[config.mk]
export PLATFORM = sky130hd
export DESIGN_NAME = mem_arbiter
export DESIGN_NICKNAME = d
export VERILOG_FILES = /design/src/rtl/mem_arbiter.sv
export SDC_FILE = /design/constraint.sdc
export NUM_CORES = 1
export LEC_CHECK = 0
export CAP_MARGIN = 10
export CORE_ASPECT_RATIO = 0.6
export CORE_MARGIN = 3
export CORE_UTILIZATION = 41
export CTS_CLUSTER_DIAMETER = 50
export CTS_CLUSTER_SIZE = 20
export DETAILED_ROUTE_END_ITERATION = 7
export GPL_TIMING_DRIVEN = 0
export PLACE_DENSITY = 0.8
export SLEW_MARGIN = 40
export SYNTH_ARGS = -nofsm -noshare
export SYNTH_HDL_FRONTEND = slang
export SYNTH_SLANG_ARGS = --single-unit
[constraint.sdc]
create_clock -name clock -period 2 [get_ports clock]
set_clock_uncertainty 0.05 [all_clocks]
set_input_delay 0.4 -clock clock [delete_from_list [all_inputs] [get_ports clock]]
set_output_delay 0.4 -clock clock [all_outputs]
set_load 0.05 [all_outputs]
[src/rtl/mem_arbiter.sv]
// rtl/mem_arbiter.sv - two-port round-robin arbiter and sequencer for a shared 16-bit word memory
module mem_arbiter #(
   parameter int ADDR_WIDTH = 16,
   parameter int DATA_WIDTH = 16,
   parameter int MEM_DEPTH  = 1024
) (
   input  logic                  clock,
   input  logic                  reset,
   input  logic                  a_req,
   input  logic                  a_we,
   input  logic [ADDR_WIDTH-1:0] a_addr,
   input  logic [DATA_WIDTH-1:0] a_wdata,
   output logic                  a_done,
   output logic                  a_err,
   output logic [DATA_WIDTH-1:0] a_rdata,
   input  logic                  b_req,
   input  logic                  b_we,
   input  logic [ADDR_WIDTH-1:0] b_addr,
   input  logic [DATA_WIDTH-1:0] b_wdata,
   output logic                  b_done,
   output logic                  b_err,
   output logic [DATA_WIDTH-1:0] b_rdata,
   output logic [ADDR_WIDTH-1:0] mem_address,
   output logic                  mem_wr_en,
   output logic [DATA_WIDTH-1:0] mem_data_in,
   input  logic [DATA_WIDTH-1:0] mem_data_out
);

   typedef enum logic {S_IDLE, S_SERVE} state_t;

   // Highest byte address at which a whole word still fits in memory.
   localparam logic [ADDR_WIDTH-1:0] LP_LAST_WORD = ADDR_WIDTH'(MEM_DEPTH - 2);

   state_t                r_state;
   state_t                w_next_state;
   logic                  r_last_b;
   logic                  r_sel_b;
   logic                  r_we;
   logic [ADDR_WIDTH-1:0] r_addr;
   logic [DATA_WIDTH-1:0] r_wdata;
   logic                  r_a_done;
   logic                  r_a_err;
   logic [DATA_WIDTH-1:0] r_a_rdata;
   logic                  r_b_done;
   logic                  r_b_err;
   logic [DATA_WIDTH-1:0] r_b_rdata;
   logic                  w_accept;
   logic                  w_pick_b;
   logic                  w_in_range;

   // Arbitration, next state and memory bus drive (bus is idle-zero outside SERVE)
   always_comb begin
      w_next_state = r_state;
      w_accept     = 1'b0;
      w_pick_b     = 1'b0;
      mem_address  = '0;
      mem_wr_en    = 1'b0;
      mem_data_in  = '0;
      w_in_range   = (r_addr <= LP_LAST_WORD);
      case (r_state)
         S_IDLE: begin
            if (a_req || b_req) begin
               w_accept     = 1'b1;
               // B wins when alone, or on a tie when A was granted last.
               w_pick_b     = b_req && (!a_req || !r_last_b);
               w_next_state = S_SERVE;
            end
         end
         S_SERVE: begin
            mem_address  = r_addr;
            mem_data_in  = r_wdata;
            // A reset arriving during SERVE must keep the write from landing.
            mem_wr_en    = r_we && w_in_range && !reset;
            w_next_state = S_IDLE;
         end
         default: w_next_state = S_IDLE;
      endcase
   end

   // State register, grant history and transaction latch
   always_ff @(posedge clock) begin
      if (reset) begin
         r_state  <= S_IDLE;
         r_last_b <= 1'b1;
         r_sel_b  <= 1'b0;
         r_we     <= 1'b0;
         r_addr   <= '0;
         r_wdata  <= '0;
      end else begin
         r_state <= w_next_state;
         if (w_accept) begin
            r_last_b <= w_pick_b;
            r_sel_b  <= w_pick_b;
            r_we     <= w_pick_b ? b_we    : a_we;
            r_addr   <= w_pick_b ? b_addr  : a_addr;
            r_wdata  <= w_pick_b ? b_wdata : a_wdata;
         end
      end
   end

   // Completion: one-cycle done/err pulse to the winner, read data capture
   always_ff @(posedge clock) begin
      if (reset) begin
         r_a_done  <= 1'b0;
         r_a_err   <= 1'b0;
         r_a_rdata <= '0;
         r_b_done  <= 1'b0;
         r_b_err   <= 1'b0;
         r_b_rdata <= '0;
      end else begin
         r_a_done <= 1'b0;
         r_a_err  <= 1'b0;
         r_b_done <= 1'b0;
         r_b_err  <= 1'b0;
         if (r_state == S_SERVE) begin
            if (r_sel_b) begin
               r_b_done <= 1'b1;
               r_b_err  <= !w_in_range;
               if (!r_we && w_in_range) r_b_rdata <= mem_data_out;
            end else begin
               r_a_done <= 1'b1;
               r_a_err  <= !w_in_range;
               if (!r_we && w_in_range) r_a_rdata <= mem_data_out;
            end
         end
      end
   end

   assign a_done  = r_a_done;
   assign a_err   = r_a_err;
   assign a_rdata = r_a_rdata;
   assign b_done  = r_b_done;
   assign b_err   = r_b_err;
   assign b_rdata = r_b_rdata;

endmodule
### Yosys cells after proc, flatten, opt, wreduce, memory -nomap -nowiden

Index checks and enable logic that the tools add are counted.

| word-level totals | value |
|---|---|
| bits in registers | 72 |
| input bits | 86 |
| word-level logic and storage cells | 44 |

| cells by class | value |
|---|---|
| order comparisons | 1 |
| mux-type cells | 13 |
| bitwise logic cells | 2 |
| reductions and logical operators | 16 |

Operator list:

| operator | count |
|---|---|
| $mux 16 | 4 |
| $le 16x10->1 const B | 1 |
| $mux 1 | 8 |
| $reduce_and 3->1 | 2 |
| $reduce_or 3->1 | 2 |
| $logic_not 1->1 | 5 |
| $logic_and 1x1->1 | 4 |
| $logic_or 1x1->1 | 2 |
| $not 1->1 | 2 |
| $pmux 1 s2 | 1 |
| $reduce_or 2->1 | 1 |

### Depth between registers and ports, before layout

Gate-level depths: netlist of run 1.

| logic depth | value |
|---|---|
| word-level depth | 6 |
| mapped depth | 6 |
| gate-level depth less buffers | 4 |

### Worst setup path before layout of run 1

Ideal clock, no wire load.

| path | value |
|---|---|
| kind | register to output |
| from | register r_addr[15] |
| to | output port mem_wr_en |
| arrival | 2.284 ns |
| setup slack | -0.734 ns |
| cell stages (with the launch flop) | 4 |
| buffers on the path | 0 |
| path through | dfxtp_1 -> nor4_4 -> nand2_2 -> nor4_1 |

| on the way | value |
|---|---|
| longest elaborated chain between the ends | 4 |

RTL lines:

| what | line | source |
|---|---|---|
| from (decl) | 39 | `logic [ADDR_WIDTH-1:0] r_addr;` |
| from (signal assigned) | 95 | `r_addr <= w_pick_b ? b_addr : a_addr;` |
| $le 16x10->1 | 59 | `w_in_range = (r_addr <= LP_LAST_WORD);` |
| $logic_and 1x1->1 (2 in a row) | 73 | `mem_wr_en = r_we && w_in_range && !reset;` |
| $mux 1 | 60 | `case (r_state)` |
| to (decl) | 24 | `output logic mem_wr_en,` |

No other way between the ends.

### Worst setup path after layout of run 1

| path | value |
|---|---|
| from | register r_addr[14] |
| to | output port mem_wr_en |

Same word-level chain as after synthesis.

==> results of run 1 <==
repair_timing:
action,CTS,global route
pin swaps,3,2
gates resized for setup,133,48
endpoints found under the setup margin,71,46
buffers inserted,3,1
hold buffers,0,0
hold endpoints to repair,0,0
flip-flops by register name, summed over array words and instances, names as in the netlist:
signal and count:
b_err 1, a_done 1, r_sel_b 1, b_rdata 16, r_state 1, a_rdata 16, r_last_b 1, r_addr 16
r_wdata 16, b_done 1, r_we 1, a_err 1
cells in the mapped netlist:
| cell type | n |
|---|---|
| inv_1 | 2 |
| a22oi_1 | 34 |
| a221o_1 | 1 |
| inv_2 | 1 |
| nand2_1 | 2 |
| nor3_1 | 2 |
| nor3_2 | 1 |
| nand2b_1 | 51 |
| nand4_1 | 2 |
| buf_1 | 1 |
| buf_6 | 2 |
| o21ai_1 | 1 |
| nor2_1 | 40 |
| a21boi_1 | 1 |
| dfxtp_1 | 72 |
| a32o_1 | 33 |
| nor4_1 | 1 |
| and2_1 | 32 |
| mux2i_1 | 32 |
| clkbuf_1 | 29 |
| nor4_4 | 3 |
| nand2_2 | 1 |
worst paths after layout:
check	from	to	cells after the start
hold reg to reg	b_rdata[2]	b_rdata[2]	2
hold / removal	b_rdata[2]	b_rdata[2]	2
setup reg to reg	r_state	r_wdata[11]	5
setup / recovery	r_addr[14]	mem_wr_en	4
through the flow:
step                      setup WS [ns]  setup TNS, ns  std cells  cell area, um2
after floorplan                  0.1411              0        344            3317
after global placement          -0.4727         -21.28        600            4969
after detailed placement        -0.5000         -24.23        600            4969
after CTS                      -0.08903       -0.08903        617            5266
after global routing           -0.05781       -0.05892        618            5182
final                          0.006826              0        618            5182
where the power goes:
part	leakage, uW	internal (uW)	switching [uW]
logic	0.00129	377	441
registers	0.000589	1520	58.8
clock network	0.000147	1080	606
cell families after synthesis:
group           after synthesis
simple gates                135
flops                        72
mux                          32
compound gates               70
buf+inv                      35
layout make-up:
class	count	area [um2]	share of cell area [%]
tap	104	130.1	2.511
sequential	72	1445	27.89
clock buffer	9	225.2	4.346
clock inverter	6	85.08	1.642
timing repair buffer	156	1405	27.11
buffer	31	141.4	2.728
multi-input combinational	237	1739	33.56
inverter	3	11.26	0.2173
per-layer routing:
metal	routed length [um]	track usage [%]	part of all wire, %	vias to the layer above
met1	4986	30.93	46	1581
met5	0	0	0	-
li1	-	-	-	1566
met4	113	6.832	1.0	0
met2	4991	39.06	46	119
met3	747	7.196	6.9	12
critical path: stages, from the launching register on:
cell	delay [ns]
dfxtp_2	0.34
nor4_4	0.26
nand2_2	0.12
nor4_4	0.29
buf_6	0.20
==> results.json, run 1 <==
{
  "outcome": "completed",
  "post-dp-hpwl_um": 8089,
  "syn_inst": 344,
  "worstPathArrival_ns": 1.54,
  "hold_violations": 0,
  "min_path_type": "reg -> reg",
  "synth_xor_area_share_pct": 0,
  "cts.htree.levels": 3,
  "ios": 155,
  "post_drt_wl_per_cell_um": 17.54,
  "rsz0062_at_grt": "yes",
  "end_kind": "output pin",
  "clkTransAtPathRegs_ns": 0.06,
  "cts_buffer_depth": 2,
  "cts_tree": "yes",
  "final_max_slew_viol_count": 0,
  "clockRootBuffer": "clkbuf_16",
  "antenna_found_initial": 0,
  "numCtsBuffers": 9,
  "peakVddDrop_v": 0.0004343,
  "n_antenna_cell": 0,
  "core_area_um2": 7537,
  "synth-seq-area-share_pct": 43.65,
  "layout_commonest_cell": "clkdlybuf4s50_1",
  "syn_avg_cell_area_um2": 9.599,
  "drt_iter0_drc": 238,
  "gr-total-overflow": 0,
  "final_util_pct": 68.76,
  "dieWidth_um": 121.9,
  "r2r_setup_slack_ns": 0.22,
  "critPathMaxFanout": 3,
  "final_antenna_net_count": 0,
  "numPortBuffers": 152,
  "p_per_area_nw_per_um2": 787.0,
  "syn_area_um2": 3302,
  "synth-simple-area-share_pct": 23.80,
  "die_y_um": 75.52,
  "clock_latency_ns": 0.33,
  "synth_top_family_by_area": "simple AND/OR/NAND/NOR gates",
  "leakage_uw": 0.002031,
  "layout_common_cells": "clkdlybuf4s50_1, dfxtp_1, nand2b_1",
  "grt_pass1_vias": 3282,
  "yosysTopAreaCell": "dfxtp_1",
  "yosys_warnings": 0,
  "ys_seq_elements": 72,
  "drtPass1Iterations": 5,
  "die_area_um2": 9202,
  "drc": 0,
  "crit_type": "reg -> out",
  "worst_slew_pin_slew_ns": 0.5433,
  "synth_adder_area_share_pct": 0,
  "yosys-top-cells-area": "dfxtp_1, a32o_1, mux2i_1, nand2b_1, a22oi_1",
  "vias": 3278,
  "finalNetCount": 596,
  "cts_sinks": 72,
  "relSlewSlack_pct": 63.78,
  "p_total_uw": 4078,
  "routed_wl_um": 10840,
  "grtUsageTotal_pct": 23.78,
  "cp-start-kind": "flop",
  "setup_viol_count_final": 0,
  "area_delta_synth_final_pct": 56.95,
  "synth_nets": 430,
  "period_minus_slack_ns": 1.993,
  "viasPerCell": 5.304,
  "max_cap_violations": 0,
  "drive_above_1_share_pct": 13.81,
  "synth-compound-area-share_pct": 18.42,
  "ys_types": 22,
  "gp_congestion": 0.8198,
  "fin_hold_ws_ns": 0.4250,
  "cp.required_ns": 1.55,
  "fillers": 628,
  "grt_pass1_wl_um": 16820,
  "synthMuxAreaShare_pct": 9.701,
  "clock.fmax_mhz": 501.7,
  "start_util_pct": 43.81,
  "grt_max_degree": 13,
  "post-route-period-util_pct": 99.66,
  "rows": 24,
  "yosysTopAreaCellShare_pct": 43.65
}
No activity file was read; power rests on OpenSTA's default activity.
==> run 2, diff against run 1 <==
--- a/config.mk
+++ b/config.mk
@@ -13,7 +13,7 @@
 export CTS_CLUSTER_SIZE = 20
 export DETAILED_ROUTE_END_ITERATION = 7
 export GPL_TIMING_DRIVEN = 0
-export PLACE_DENSITY = 0.8
+export PLACE_DENSITY_LB_ADDON = 0.08
 export SLEW_MARGIN = 40
 export SYNTH_ARGS = -nofsm -noshare
 export SYNTH_HDL_FRONTEND = slang
==> results.json, run 2 (same netlist as run 1, synthesis figures left out) <==
{
  "outcome": "finished with violations",
  "worstHoldPathCells": 2,
  "viasPerCell": 5.171,
  "antenna_found_initial": 0,
  "cts_tree": "yes",
  "period_minus_slack_ns": 2.026,
  "vias": 3211,
  "hp-start": "b_rdata[0]",
  "cp.required_ns": 1.55,
  "r2r_start": "r_addr[15]",
  "layout_common_cells": "clkdlybuf4s50_1, dfxtp_1, nand2b_1",
  "crit_type": "reg -> out",
  "worstPathArrival_ns": 1.58,
  "rsz0062_at_grt": "yes",
  "startpoint": "r_addr[15]",
  "grt_pass1_vias": 3318,
  "clock.fmax_mhz": 493.5,
  "post-dp-hpwl_um": 7954,
  "max_cap_violations": 0,
  "die_area_um2": 9202,
  "worst_slew_pin_slew_ns": 0.5154,
  "die_y_um": 75.52,
  "r2r_setup_slack_ns": 0.23,
  "drt_iter0_drc": 271,
  "clock_latency_ns": 0.34,
  "start_util_pct": 43.81,
  "area_delta_synth_final_pct": 57.64,
  "grt_pass1_wl_um": 16640,
  "gr-total-overflow": 0,
  "violations": "negative setup slack",
  "post_drt_wl_per_cell_um": 17.01,
  "gp_congestion": 0.7957,
  "p_per_area_nw_per_um2": 792.4,
  "numCtsBuffers": 9,
  "fillers": 633,
  "end_kind": "output pin",
  "clockRootBuffer": "clkbuf_16",
  "setup_viol_count_final": 1,
  "cts_sinks": 72,
  "rr_worst_depth": 6,
  "ios": 155,
  "dp.cells": 600,
  "critPathMaxFanout": 4,
  "dieWidth_um": 121.9,
  "hold_violations": 0,
  "min_path_type": "reg -> reg",
  "setup_ws_ns": -0.02625,
  "rr_endpoint": "b_rdata[14]",
  "post-route-period-util_pct": 101.3,
  "numPortBuffers": 152,
  "n_antenna_cell": 0,
  "drc": 0,
  "fin_hold_ws_ns": 0.4216,
  "final_cells": 621,
  "finalNetCount": 598,
  "cts.htree.levels": 3,
  "grtUsageTotal_pct": 23.31,
  "pre_cts_ws_ns": -0.4834,
  "cp-start-kind": "flop",
  "p_total_uw": 4124,
  "min_to": "b_rdata[0]",
  "grt_max_degree": 13,
  "leakage_uw": 0.002012,
  "drive_above_1_share_pct": 14.12,
  "rows": 24,
  "final.setup.tns_ns": -0.02625,
  "core_area_um2": 7537,
  "peakVddDrop_v": 0.0004753,
  "cts_buffer_depth": 2,
  "clkTransAtPathRegs_ns": 0.05,
  "hold_buffers": 0,
  "final_antenna_net_count": 0,
  "layout_commonest_cell": "clkdlybuf4s50_1",
  "final_max_slew_viol_count": 0,
  "routed_wl_um": 10560,
  "drtPass1Iterations": 4,
  "relSlewSlack_pct": 65.41
}
## run 2: repair_timing
| action | CTS | global route |
|---|---|---|
| endpoints found under the setup margin | 71 | 49 |
| resized for setup | 133 | 46 |
| buffers inserted | 4 | 2 |
| pin swaps | 3 | 3 |
## run 2: how the worst max path moves through the flow
stage                      endpoint  slack [ns]  depth (start not counted)
detailed placement   mem_data_in[2]       -0.48                          4
global route              mem_wr_en        -0.1                          4
finish                    mem_wr_en       -0.03                          4
CTS                       mem_wr_en       -0.08                          4
floorplan                 mem_wr_en        0.14                          3
global placement    mem_address[14]       -0.44                          4
## run 2: through the flow
| stage | utilization (%) | instance area, um2 |
|---|---|---|
| global placement | 65.92 | 4969 |
| floorplan | - | 3317 |
| CTS | 70.22 | 5293 |
| detailed placement | 65.92 | 4969 |
| finish | 69.06 | 5205 |
| global route | 69.06 | 5205 |
## run 2: area by class of cell
cell class / instances / area, um2 / share of cell area, %
tap: 104 / 130.1 / 2.500
sequential: 72 / 1445 / 27.76
clock inverter: 6 / 82.58 / 1.587
multi-input combinational: 237 / 1739 / 33.41
inverter: 3 / 11.26 / 0.2163
buffer: 31 / 142.6 / 2.740
clock buffer: 10 / 239.0 / 4.591
timing repair buffer: 158 / 1415 / 27.19
## run 2: per-layer routing
metal | wire length [um] | GRT usage, % | vias to the layer above
met5 | 0 | 0 | -
met4 | 106 | 5.714 | 0
met3 | 1014 | 7.641 | 12
met1 | 4679 | 30.00 | 1507
li1 | - | - | 1569
met2 | 4761 | 38.69 | 123
## run 2: worst max-delay path: stages, from the launching register on
cell	delay (ns)
dfxtp_2	0.33
nor4_4	0.27
nand2_2	0.15
nor4_4	0.29
buf_6	0.20
## run 2: where the power goes
| part | total [uW] | switching [uW] | internal, uW |
|---|---|---|---|
| registers | 1570 | 57.8 | 1520 |
| clock network | 1720 | 603 | 1120 |
| logic | 829 | 441 | 387 |
| total | 4120 | 1100 | 3020 |
==> run 3, diff against run 2 <==
--- a/config.mk
+++ b/config.mk
@@ -13,7 +13,7 @@
 export CTS_CLUSTER_SIZE = 20
 export DETAILED_ROUTE_END_ITERATION = 7
 export GPL_TIMING_DRIVEN = 0
-export PLACE_DENSITY_LB_ADDON = 0.08
+export PLACE_DENSITY = 0.77
 export SLEW_MARGIN = 40
 export SYNTH_ARGS = -nofsm -noshare
 export SYNTH_HDL_FRONTEND = slang
==> results.json, run 3 (same netlist as run 1, synthesis figures left out) <==
{
  "outcome": "completed",
  "final_max_slew_viol_count": 0,
  "startpoint": "r_addr[15]",
  "numPortBuffers": 152,
  "clockRootBuffer": "clkbuf_16",
  "die_area_um2": 9202,
  "hold_violations": 0,
  "worst_slew_pin_slew_ns": 0.5347,
  "cts_sinks": 72,
  "end_kind": "output pin",
  "rows": 24,
  "min_path_type": "reg -> reg",
  "gp_congestion": 0.8034,
  "final_antenna_net_count": 0,
  "max_cap_violations": 0,
  "critPathMaxFanout": 2,
  "grt_max_degree": 13,
  "ios": 155,
  "relSlewSlack_pct": 64.24,
  "layout_common_cells": "clkdlybuf4s50_1, dfxtp_1, nand2b_1",
  "clock_latency_ns": 0.33,
  "viasPerCell": 5.297,
  "p_per_area_nw_per_um2": 764.6,
  "cts_tree": "yes",
  "core_area_um2": 7537,
  "start_util_pct": 43.81,
  "pre_cts_ws_ns": -0.4990,
  "worstPathArrival_ns": 1.53,
  "drtPass1Iterations": 5,
  "dieWidth_um": 121.9,
  "post_drt_wl_per_cell_um": 17.12,
  "fillers": 629,
  "period_minus_slack_ns": 1.982,
  "setup_ws_ns": 0.01831,
  "die_y_um": 75.52,
  "cts_buffer_depth": 2,
  "numCtsBuffers": 9,
  "cp-start-kind": "flop",
  "drc": 0,
  "gr-total-overflow": 0,
  "r2r_start": "r_addr[15]",
  "grtUsageTotal_pct": 22.62,
  "crit_type": "reg -> out",
  "peakVddDrop_v": 0.0005555,
  "area_delta_synth_final_pct": 56.31,
  "hold_buffers": 0,
  "drive_above_1_share_pct": 13.57,
  "clkTransAtPathRegs_ns": 0.06,
  "antenna_found_initial": 0,
  "vias": 3284,
  "finalNetCount": 597,
  "n_antenna_cell": 0,
  "post-route-period-util_pct": 99.08,
  "layout_commonest_cell": "clkdlybuf4s50_1",
  "final.setup.tns_ns": 0,
  "grt_pass1_vias": 3244,
  "cts.htree.levels": 3,
  "hp-start": "b_rdata[0]",
  "setup_viol_count_final": 0,
  "routed_wl_um": 10620,
  "post-dp-hpwl_um": 8131,
  "cp.required_ns": 1.55,
  "leakage_uw": 0.001982,
  "clock.fmax_mhz": 504.6,
  "drt_iter0_drc": 241,
  "grt_pass1_wl_um": 16200,
  "rsz0062_at_grt": "yes"
}
[run 3: cell count changes in the layout (fill, tap and decap cells not counted), sizes merged]
| cell | before | now |
|---|---|---|
| buf | 42 | 41 |
| bufinv | 2 | 1 |
| clkinvlp | 1 | 2 |
[run 3: timing repair]
action	4_1_cts	5_1_grt
setup endpoints to repair	53	48
pin swaps	3	2
gates cloned	0	0
buffers inserted	4	1
resized for setup	132	42
[run 3: critical path, stage by stage, from the launching register on]
cell and delay, ns:
dfxtp_2 0.33, nor4_4 0.27, nand2_2 0.11, nor4_4 0.28, buf_6 0.20
[run 3: path summary, 6_finish.rpt]
check                to  slack (ns)  depth (start not counted)
max           mem_wr_en        0.02                          4
max reg2reg  a_rdata[5]        0.24                          7
min          b_rdata[0]        0.42                          2
min reg2reg  b_rdata[0]        0.42                          2
[run 3: per-stage QoR]
| step | instances | total power [uW] | util (%) | hold slack, ns | cell area, um2 |
|---|---|---|---|---|---|
| after global routing | 620 | 4102 | 68.48 | 0.4353 | 5161 |
| final | 620 | 3946 | 68.48 | 0.4230 | 5161 |
| after detailed placement | 600 | 2416 | 65.92 | 0.4101 | 4969 |
| after floorplan | 344 | 2068 | - | 0.4174 | 3317 |
| after global placement | 600 | 2398 | 65.92 | 0.4084 | 4969 |
| after CTS | 619 | 3970 | 69.74 | 0.4260 | 5256 |
[run 3: routing by layer]
layer | global-route usage [%] | routed length, um | share of wire, % | up-vias
li1 | - | - | - | 1570
met1 | 29.09 | 4805 | 45 | 1590
met2 | 38.20 | 4936 | 46 | 110
met3 | 6.306 | 770 | 7.3 | 14
met4 | 6.087 | 104 | 0.98 | 0
met5 | 0 | 0 | 0 | -
[run 3: power by group]
part           internal, uW  switching (uW)  total, uW
Sequential             1520            57.1       1570
Clock                   958             593       1550
Combinational           381             440        822
Total                  2860            1090       3950
[run 3: area by class of cell]
cell class                      count  area, um2  share of cell area (%)
Clock buffer                       10      229.0                   4.436
Tap cell                          104      130.1                   2.521
Clock inverter                      6      60.06                   1.164
Timing Repair Buffer              157       1408                   27.27
Sequential cell                    72       1446                   28.02
Buffer                             31      137.6                   2.667
Multi-Input combinational cell    237       1739                   33.70
Inverter                            3      11.26                  0.2182
